$ cat config.mk
export PLATFORM = sky130hd
export DESIGN_NAME = traffic_phase_controller_flat
export DESIGN_NICKNAME = d
export VERILOG_FILES = /design/src/rtl/traffic_pkg.sv /design/src/rtl/traffic_phase_controller_if.sv /design/src/rtl/phase_timer.sv /design/src/rtl/traffic_phase_controller.sv /design/src/flat_wrapper.sv
export SDC_FILE = /design/constraint.sdc
export NUM_CORES = 1
export LEC_CHECK = 0
export BUFFER_PORTS_ARGS = -buffer_cell sky130_fd_sc_hd__buf_2
export CAP_MARGIN = 20
export CORE_MARGIN = 3
export CORE_UTILIZATION = 45
export CTS_CLUSTER_SIZE = 25
export DETAILED_ROUTE_END_ITERATION = 12
export PLACE_DENSITY = 0.74
export SYNTH_ARGS = -nofsm -noshare
export SYNTH_HDL_FRONTEND = slang
export SYNTH_SLANG_ARGS = --single-unit
$ cat constraint.sdc
create_clock -name clk -period 6.8 [get_ports clk]
set_clock_uncertainty 0.15 [all_clocks]
set_input_delay 0.34 -clock clk [delete_from_list [all_inputs] [get_ports clk]]
set_output_delay 0.34 -clock clk [all_outputs]
set_load 0.01 [all_outputs]
$ cat src/rtl/traffic_pkg.sv
// Shared types for the traffic phase controller: phase codes, lamp bundle and helpers.
package traffic_pkg;

  typedef enum logic [2:0] {
    HW_GREEN  = 3'd0,
    HW_YELLOW = 3'd1,
    ALLRED_A  = 3'd2,
    CR_GREEN  = 3'd3,
    CR_YELLOW = 3'd4,
    ALLRED_B  = 3'd5,
    WALK      = 3'd6
  } phase_t;

  typedef struct packed {
    logic h_red;
    logic h_yellow;
    logic h_green;
    logic c_red;
    logic c_yellow;
    logic c_green;
    logic walk;
  } lamps_t;

  function automatic int unsigned max_u(input int unsigned a, input int unsigned b);
    return (a > b) ? a : b;
  endfunction

  // One lamp per road in every phase; the walk lamp only with both roads red.
  function automatic lamps_t decode_lamps(input phase_t p);
    lamps_t l;
    l = '0;
    unique case (p)
      HW_GREEN:           begin l.h_green  = 1'b1; l.c_red    = 1'b1; end
      HW_YELLOW:          begin l.h_yellow = 1'b1; l.c_red    = 1'b1; end
      CR_GREEN:           begin l.h_red    = 1'b1; l.c_green  = 1'b1; end
      CR_YELLOW:          begin l.h_red    = 1'b1; l.c_yellow = 1'b1; end
      WALK:               begin l.h_red    = 1'b1; l.c_red    = 1'b1; l.walk = 1'b1; end
      ALLRED_A, ALLRED_B: begin l.h_red    = 1'b1; l.c_red    = 1'b1; end
      default:            begin l.h_red    = 1'b1; l.c_red    = 1'b1; end
    endcase
    return l;
  endfunction

endpackage

$ cat src/rtl/traffic_phase_controller_if.sv
// Sensor, button and lamp signals of the intersection controller.
interface traffic_phase_controller_if;
  logic       Th;
  logic       Tc;
  logic       button;
  logic       LhRed;
  logic       LhYellow;
  logic       LhGreen;
  logic       LcRed;
  logic       LcYellow;
  logic       LcGreen;
  logic       walk;
  logic       ped_pending;
  logic [2:0] phase;

  modport master (
    input  Th, Tc, button,
    output LhRed, LhYellow, LhGreen, LcRed, LcYellow, LcGreen, walk, ped_pending, phase
  );

  modport slave (
    output Th, Tc, button,
    input  LhRed, LhYellow, LhGreen, LcRed, LcYellow, LcGreen, walk, ped_pending, phase
  );
endinterface

$ cat src/rtl/phase_timer.sv
// Tick prescaler plus saturating seconds counter, both restarted by clear on phase entry.
module phase_timer #(
  parameter int unsigned TICK_CYCLES = 100_000_000,
  parameter int unsigned SEC_MAX     = 20,
  parameter int unsigned SEC_W       = $clog2(SEC_MAX + 1)
) (
  input  logic             clk,
  input  logic             rst,
  input  logic             clear,
  output logic             tick,
  output logic [SEC_W-1:0] sec_cnt
);
  localparam int unsigned      PRE_W    = (TICK_CYCLES > 1) ? $clog2(TICK_CYCLES) : 1;
  localparam logic [PRE_W-1:0] PRE_LAST = PRE_W'(TICK_CYCLES - 1);
  localparam logic [SEC_W-1:0] SEC_LAST = SEC_W'(SEC_MAX);

  logic [PRE_W-1:0] pre_cnt;
  logic [PRE_W-1:0] pre_nxt;

  always_comb begin
    pre_nxt = pre_cnt + PRE_W'(1);
    if (clear || tick) pre_nxt = '0;
  end

  // tick is registered against the next prescaler value so it marks the terminal count.
  always_ff @(posedge clk or posedge rst) begin
    if (rst) begin
      pre_cnt <= '0;
      tick    <= (PRE_LAST == '0);
      sec_cnt <= '0;
    end else begin
      pre_cnt <= pre_nxt;
      tick    <= (pre_nxt == PRE_LAST);
      if (clear)
        sec_cnt <= '0;
      else if (tick && (sec_cnt != SEC_LAST))
        sec_cnt <= sec_cnt + SEC_W'(1);
    end
  end

endmodule

$ cat src/rtl/traffic_phase_controller.sv
// Demand-responsive highway/country/pedestrian phase sequencer with timed green, yellow and clearance.
module traffic_phase_controller
  import traffic_pkg::*;
#(
  parameter int unsigned TICK_CYCLES = 100_000_000,
  parameter int unsigned MIN_GREEN   = 5,
  parameter int unsigned MAX_GREEN   = 20,
  parameter int unsigned YELLOW_T    = 3,
  parameter int unsigned ALLRED_T    = 1,
  parameter int unsigned WALK_T      = 6
) (
  input logic                        clk,
  input logic                        rst,
  traffic_phase_controller_if.master io
);
  localparam int unsigned SEC_MAX = max_u(max_u(max_u(MIN_GREEN, MAX_GREEN),
                                                max_u(YELLOW_T, ALLRED_T)), WALK_T);
  localparam int unsigned SEC_W   = $clog2(SEC_MAX + 1);
  localparam int unsigned ELA_W   = SEC_W + 1;

  localparam logic [ELA_W-1:0] MIN_E    = ELA_W'(MIN_GREEN);
  localparam logic [ELA_W-1:0] MAX_E    = ELA_W'(MAX_GREEN);
  localparam logic [ELA_W-1:0] YELLOW_E = ELA_W'(YELLOW_T);
  localparam logic [ELA_W-1:0] ALLRED_E = ELA_W'(ALLRED_T);
  localparam logic [ELA_W-1:0] WALK_E   = ELA_W'(WALK_T);

  logic [1:0]       th_sync;
  logic [1:0]       tc_sync;
  logic [1:0]       btn_sync;
  logic             btn_prev;
  logic             th_s;
  logic             tc_s;
  logic             btn_rise;
  phase_t           state;
  phase_t           state_nxt;
  lamps_t           lamps_q;
  lamps_t           lamps_nxt;
  logic             ped_q;
  logic             clear;
  logic             walk_entry;
  logic             tick;
  logic [SEC_W-1:0] sec_cnt;
  logic [ELA_W-1:0] elapsed;

  always_ff @(posedge clk or posedge rst) begin
    if (rst) begin
      th_sync  <= '0;
      tc_sync  <= '0;
      btn_sync <= '0;
      btn_prev <= 1'b0;
    end else begin
      th_sync  <= {th_sync[0], io.Th};
      tc_sync  <= {tc_sync[0], io.Tc};
      btn_sync <= {btn_sync[0], io.button};
      btn_prev <= btn_sync[1];
    end
  end

  assign th_s     = th_sync[1];
  assign tc_s     = tc_sync[1];
  assign btn_rise = btn_sync[1] & ~btn_prev;

  phase_timer #(
    .TICK_CYCLES (TICK_CYCLES),
    .SEC_MAX     (SEC_MAX),
    .SEC_W       (SEC_W)
  ) u_timer (
    .clk     (clk),
    .rst     (rst),
    .clear   (clear),
    .tick    (tick),
    .sec_cnt (sec_cnt)
  );

  // Seconds count as of the next edge, so a D-tick phase ends exactly on its D-th tick.
  assign elapsed = {1'b0, sec_cnt} + ELA_W'(tick);

  always_ff @(posedge clk or posedge rst) begin
    if (rst) state <= HW_GREEN;
    else     state <= state_nxt;
  end

  always_comb begin
    state_nxt = state;
    unique case (state)
      HW_GREEN:  if ((elapsed >= MIN_E) && (tc_s || ped_q) && (!th_s || (elapsed >= MAX_E)))
                   state_nxt = HW_YELLOW;
      HW_YELLOW: if (elapsed >= YELLOW_E) state_nxt = ALLRED_A;
      ALLRED_A:  if (elapsed >= ALLRED_E) state_nxt = ped_q ? WALK : CR_GREEN;
      CR_GREEN:  if ((elapsed >= MIN_E) && (!tc_s || ped_q || (th_s && (elapsed >= MAX_E))))
                   state_nxt = CR_YELLOW;
      CR_YELLOW: if (elapsed >= YELLOW_E) state_nxt = ALLRED_B;
      ALLRED_B:  if (elapsed >= ALLRED_E) state_nxt = ped_q ? WALK : HW_GREEN;
      WALK:      if (elapsed >= WALK_E)   state_nxt = ALLRED_B;
      default:   state_nxt = HW_GREEN;
    endcase
    clear      = (state_nxt != state);
    walk_entry = (state_nxt == WALK) && (state != WALK);
    lamps_nxt  = decode_lamps(state_nxt);
  end

  // Request latch: clearing on walk entry outranks a coincident press.
  always_ff @(posedge clk or posedge rst) begin
    if (rst)                            ped_q <= 1'b0;
    else if (walk_entry)                ped_q <= 1'b0;
    else if (btn_rise && state != WALK) ped_q <= 1'b1;
  end

  always_ff @(posedge clk or posedge rst) begin
    if (rst) lamps_q <= decode_lamps(HW_GREEN);
    else     lamps_q <= lamps_nxt;
  end

  assign io.LhRed       = lamps_q.h_red;
  assign io.LhYellow    = lamps_q.h_yellow;
  assign io.LhGreen     = lamps_q.h_green;
  assign io.LcRed       = lamps_q.c_red;
  assign io.LcYellow    = lamps_q.c_yellow;
  assign io.LcGreen     = lamps_q.c_green;
  assign io.walk        = lamps_q.walk;
  assign io.ped_pending = ped_q;
  assign io.phase       = 3'(state);

endmodule

$ cat src/flat_wrapper.sv
// flat-port wrapper written by rule: the top's interface ports become plain ports
module traffic_phase_controller_flat import traffic_pkg::*;
#(
  parameter int unsigned TICK_CYCLES = 100_000_000,
  parameter int unsigned MIN_GREEN   = 5,
  parameter int unsigned MAX_GREEN   = 20,
  parameter int unsigned YELLOW_T    = 3,
  parameter int unsigned ALLRED_T    = 1,
  parameter int unsigned WALK_T      = 6
)
  (clk, rst, io_Th, io_Tc, io_button, io_LhRed, io_LhYellow, io_LhGreen, io_LcRed, io_LcYellow, io_LcGreen, io_walk, io_ped_pending, io_phase);
  traffic_phase_controller_if io_i ();
  input logic clk;
  input logic rst;
  input wire logic [$bits(io_i.Th)-1:0] io_Th;
  input wire logic [$bits(io_i.Tc)-1:0] io_Tc;
  input wire logic [$bits(io_i.button)-1:0] io_button;
  output wire logic [$bits(io_i.LhRed)-1:0] io_LhRed;
  output wire logic [$bits(io_i.LhYellow)-1:0] io_LhYellow;
  output wire logic [$bits(io_i.LhGreen)-1:0] io_LhGreen;
  output wire logic [$bits(io_i.LcRed)-1:0] io_LcRed;
  output wire logic [$bits(io_i.LcYellow)-1:0] io_LcYellow;
  output wire logic [$bits(io_i.LcGreen)-1:0] io_LcGreen;
  output wire logic [$bits(io_i.walk)-1:0] io_walk;
  output wire logic [$bits(io_i.ped_pending)-1:0] io_ped_pending;
  output wire logic [$bits(io_i.phase)-1:0] io_phase;
  assign io_i.Th = io_Th;
  assign io_i.Tc = io_Tc;
  assign io_i.button = io_button;
  assign io_LhRed = io_i.LhRed;
  assign io_LhYellow = io_i.LhYellow;
  assign io_LhGreen = io_i.LhGreen;
  assign io_LcRed = io_i.LcRed;
  assign io_LcYellow = io_i.LcYellow;
  assign io_LcGreen = io_i.LcGreen;
  assign io_walk = io_i.walk;
  assign io_ped_pending = io_i.ped_pending;
  assign io_phase = io_i.phase;
  traffic_phase_controller #(.TICK_CYCLES(TICK_CYCLES), .MIN_GREEN(MIN_GREEN), .MAX_GREEN(MAX_GREEN), .YELLOW_T(YELLOW_T), .ALLRED_T(ALLRED_T), .WALK_T(WALK_T)) u_core (.clk(clk), .rst(rst), .io(io_i));
endmodule
==> flow_summary_export.csv <==
group,metric,value,unit
yosys,yosysTopAreaCellShare,0.405,
floorplanning,fp.dieH,88.0,um
yosys,yosysSeqAreaShare,0.422,
global_routing,grt_pass1_wl,10300,um
global_routing,antenna_found_initial,0,
cells_and_area,antenna_cells,0,
clock_tree,clk_pin_slew,0.11,ns
yosys,synth_seq_cells,51,
hold_path,hold_path_class,"flip-flop to flip-flop",
yosys,yosysWarnings,0,
setup_path,cp_slowest_cell,"a211o_2",
setup_path,path_max_fanout,28,
place,place.gp.congestion,0.879,
setup_path,endpoint_kind,"flip-flop",
yosys,synthFlopType,"dfrtp_1",
clock_tree,htreeDepth,2,
setup_path,path_class,"flip-flop to flip-flop",
clock_tree,clkSinkCount,51,
place,portBuffers,15,
clock_tree,clk_latency,0.32,ns
setup_path,path_cells,"ha_1 > ha_1 > and4b_1 > a311o_1 > o22ai_1 > nor2_1 > nand3b_1 > a211o_2 > nor4_4",
cells_and_area,multi_input_area,0.00160,mm^2
global_routing,met2_usage,0.278,
status,status,"completed",
floorplanning,ioPinCount,16,
clock_tree,cts_tree,"done",
detailed_routing,drtPass1Iterations,4,
floorplanning,num_rows,29,
cells_and_area,final_nets,335,
clock_tree,cts_resized,0,
sta,slew_violations,0,
sta,min_period,3.54,ns
detailed_routing,drtIter0Drc,174,
floorplanning,initial_core_util,0.471,
detailed_routing,route.detailed.drc,0,
sta,hold_viol_final,0,
detailed_routing,ant_nets,0,
setup_path,required,6.88,ns
sta,finalSetupTns,0,ns
floorplanning,die_area,0.00775,mm^2
yosys,synth.distinct_cells,58,
clock_tree,cts_buffer_depth,2,
sta,slew_headroom,0.290,
detailed_routing,vias_per_cell,5.73,
detailed_routing,drt_wl_total,6050,um
yosys,yosysMostFrequentCell,"dfrtp_1",
setup_path,cp_common_cell,"ha_1",
global_routing,top_usage_layer,"met2",
global_routing,grt_max_degree,52,
detailed_routing,vias,2302,
sta,rsz0062_at_grt,"no",
clock_tree,clk_root_buffer_cell,"clkbuf_8",
yosys,synthesis.area,0.00303,mm^2
pwr,ir_worst_vdd,149,uV
clock_tree,numCtsBuffers,5,
sta,period_share,0.520,
pwr,p_leak,0.00137,uW
global_routing,grt_pass1_vias,2117,
sta,setup_viol,0,
sta,tightest_slew,1.06,ns
global_routing,gr-usage-met3,0.0310,
setup_path,critPathLaunchType,"flip-flop",
yosys,netlist_instances,309,
floorplanning,core_area,0.00642,mm^2
cells_and_area,seqCellArea,0.00128,mm^2
yosys,synth_area_leaders,"dfrtp_1 (40%), nor2_4 (6.7%), xor2_1 (4.6%), xnor2_1 (4.0%), nand2_1 (3.1%)",
global_routing,track_usage,0.168,
sta,clock.fmax,283,MHz
job,cap_violations,0,
place,place_hpwl,4240,um
pwr,power.density,157,mW/mm^2
yosys,synth_edf_count,0,
setup_path,cp_data_arrival_time,3.62,ns
floorplanning,die_w,88.0,um
yosys,synth_area_leader_cell,"dfrtp_1",
global_routing,gr-total-overflow,0,
global_routing,grt_use_met1,0.227,
cells_and_area,drive_gt1_frac,0.175,
setup_path,slowest_delay,0.75,ns
cells_and_area,nFillCells,583,
cells_and_area,area_growth,7.85,%
sta,hold_ws,0.211,ns
yosys,synth_common_cells,"dfrtp_1 (49), nand2_1 (25), nor2_1 (25), nor2_4 (18)",
yosys,synthesis.nets,320,
detailed_routing,wire_per_inst,15.1,um
yosys,synthArstFlopShare,1.00,
yosys,synth.avg_cell_area,9.80,um^2
[cell families (layout without fill, tap and decap cells)]
kind of cell / Yosys count / count (layout) / synth area share
buffers and inverters: 26 / 42 / 0.0492
and+or+nand+nor: 147 / 147 / 0.295
AOI/OAI and AO/OA: 48 / 48 / 0.118
DFF: 51 / 51 / 0.422
xor gates and xnor gates: 30 / 30 / 0.0868
muxes: 1 / 1 / 0.00372
adders and majority gates: 6 / 6 / 0.0248
[cells in the final DEF (no fill, tap or decap), drive strengths merged, types with 6 or more instances in the layout]
cell	netlist	layout
a21oi	6	6
nor3	11	11
nand3	16	16
ha	6	6
o21ai	7	7
nand4	11	11
xnor2	14	14
nor2	45	45
dfrtp	49	49
xor2	16	16
inv	13	16
and3	6	6
nand3b	6	6
nand2	25	25
buf	5	17
[per-stage QoR]
| step | instance area, um^2 | utilization | instances | setup slack (ns) | total power [uW] |
|---|---|---|---|---|---|
| final | 3270 | 0.508 | 402 | 3.26 | 513 |
| after global routing | 3270 | 0.508 | 402 | 3.02 | 533 |
| after CTS | 3240 | 0.504 | 400 | 3.25 | 517 |
| after detailed placement | 3110 | 0.484 | 389 | 3.27 | 320 |
| after global placement | 3110 | 0.484 | 389 | 3.37 | 320 |
| after floorplan | 3030 | - | 309 | 3.88 | 317 |
[power by group]
| part | internal [uW] | total, uW | switching, uW | leakage [uW] |
|---|---|---|---|---|
| clock network | 78.0 | 196 | 118 | 0.0000511 |
| logic | 3.97 | 10.8 | 6.79 | 0.000645 |
| registers | 305 | 306 | 0.831 | 0.000670 |
| total | 387 | 513 | 126 | 0.00137 |
[layout make-up]
cell class                 instances  share of cell area
multi-input combinational        232               0.490
inverter                          13              0.0149
clock buffer                       5              0.0211
sequential                        51               0.392
clock inverter                     3             0.00881
tap                               77              0.0295
timing repair buffer              21              0.0437
[critical path, delay by kind of cell (launching register included)]
family | cells | cell delay, ns
and+or+nand+nor | 4 | 1.00
AOI/OAI and AO/OA | 3 | 1.34
DFF | 1 | 0.46
adders and majority gates | 2 | 0.49
[final timing paths]
check / slack [ns] / depth (start not counted) / from / end
max in group asynchronous: 5.59 / 4 / rst / u_core.io.LcRed$_DFF_PP1_
max reg2reg: 3.26 / 9 / u_core.u_timer.sec_cnt[0]$_DFFE_PP0P_ / u_core.u_timer.tick$_DFF_PP0_
min: 0.21 / 0 / u_core.th_sync[0]$_DFF_PP0_ / u_core.th_sync[1]$_DFF_PP0_
min reg2reg: 0.21 / 0 / u_core.th_sync[0]$_DFF_PP0_ / u_core.th_sync[1]$_DFF_PP0_
max: 3.26 / 9 / u_core.u_timer.sec_cnt[0]$_DFFE_PP0P_ / u_core.u_timer.tick$_DFF_PP0_
min in group asynchronous: 0.36 / 3 / rst / u_core.btn_sync[0]$_DFF_PP0_
[layer usage]
metal	vias up	wire length, um
li1	1132	-
met1	1123	2860
met2	40	2940
met3	7	180
met5	-	0
met4	0	73
[timing repair]
| action | in CTS | in global routing |
|---|---|---|
| hold buffers | 3 | 1 |
| endpoints found under the hold margin | 3 | 13 |
| buffers inserted | 0 | 0 |
[sequential cells by signal (all words and copies together), names as in the netlist, 2 cells and up]
register,count
u_core.u_timer.pre_cnt,27
u_core.io.phase,3
u_core.u_timer.sec_cnt,5
u_core.btn_sync,2
u_core.th_sync,2
u_core.tc_sync,2
(Power assumes the default switching activity.)
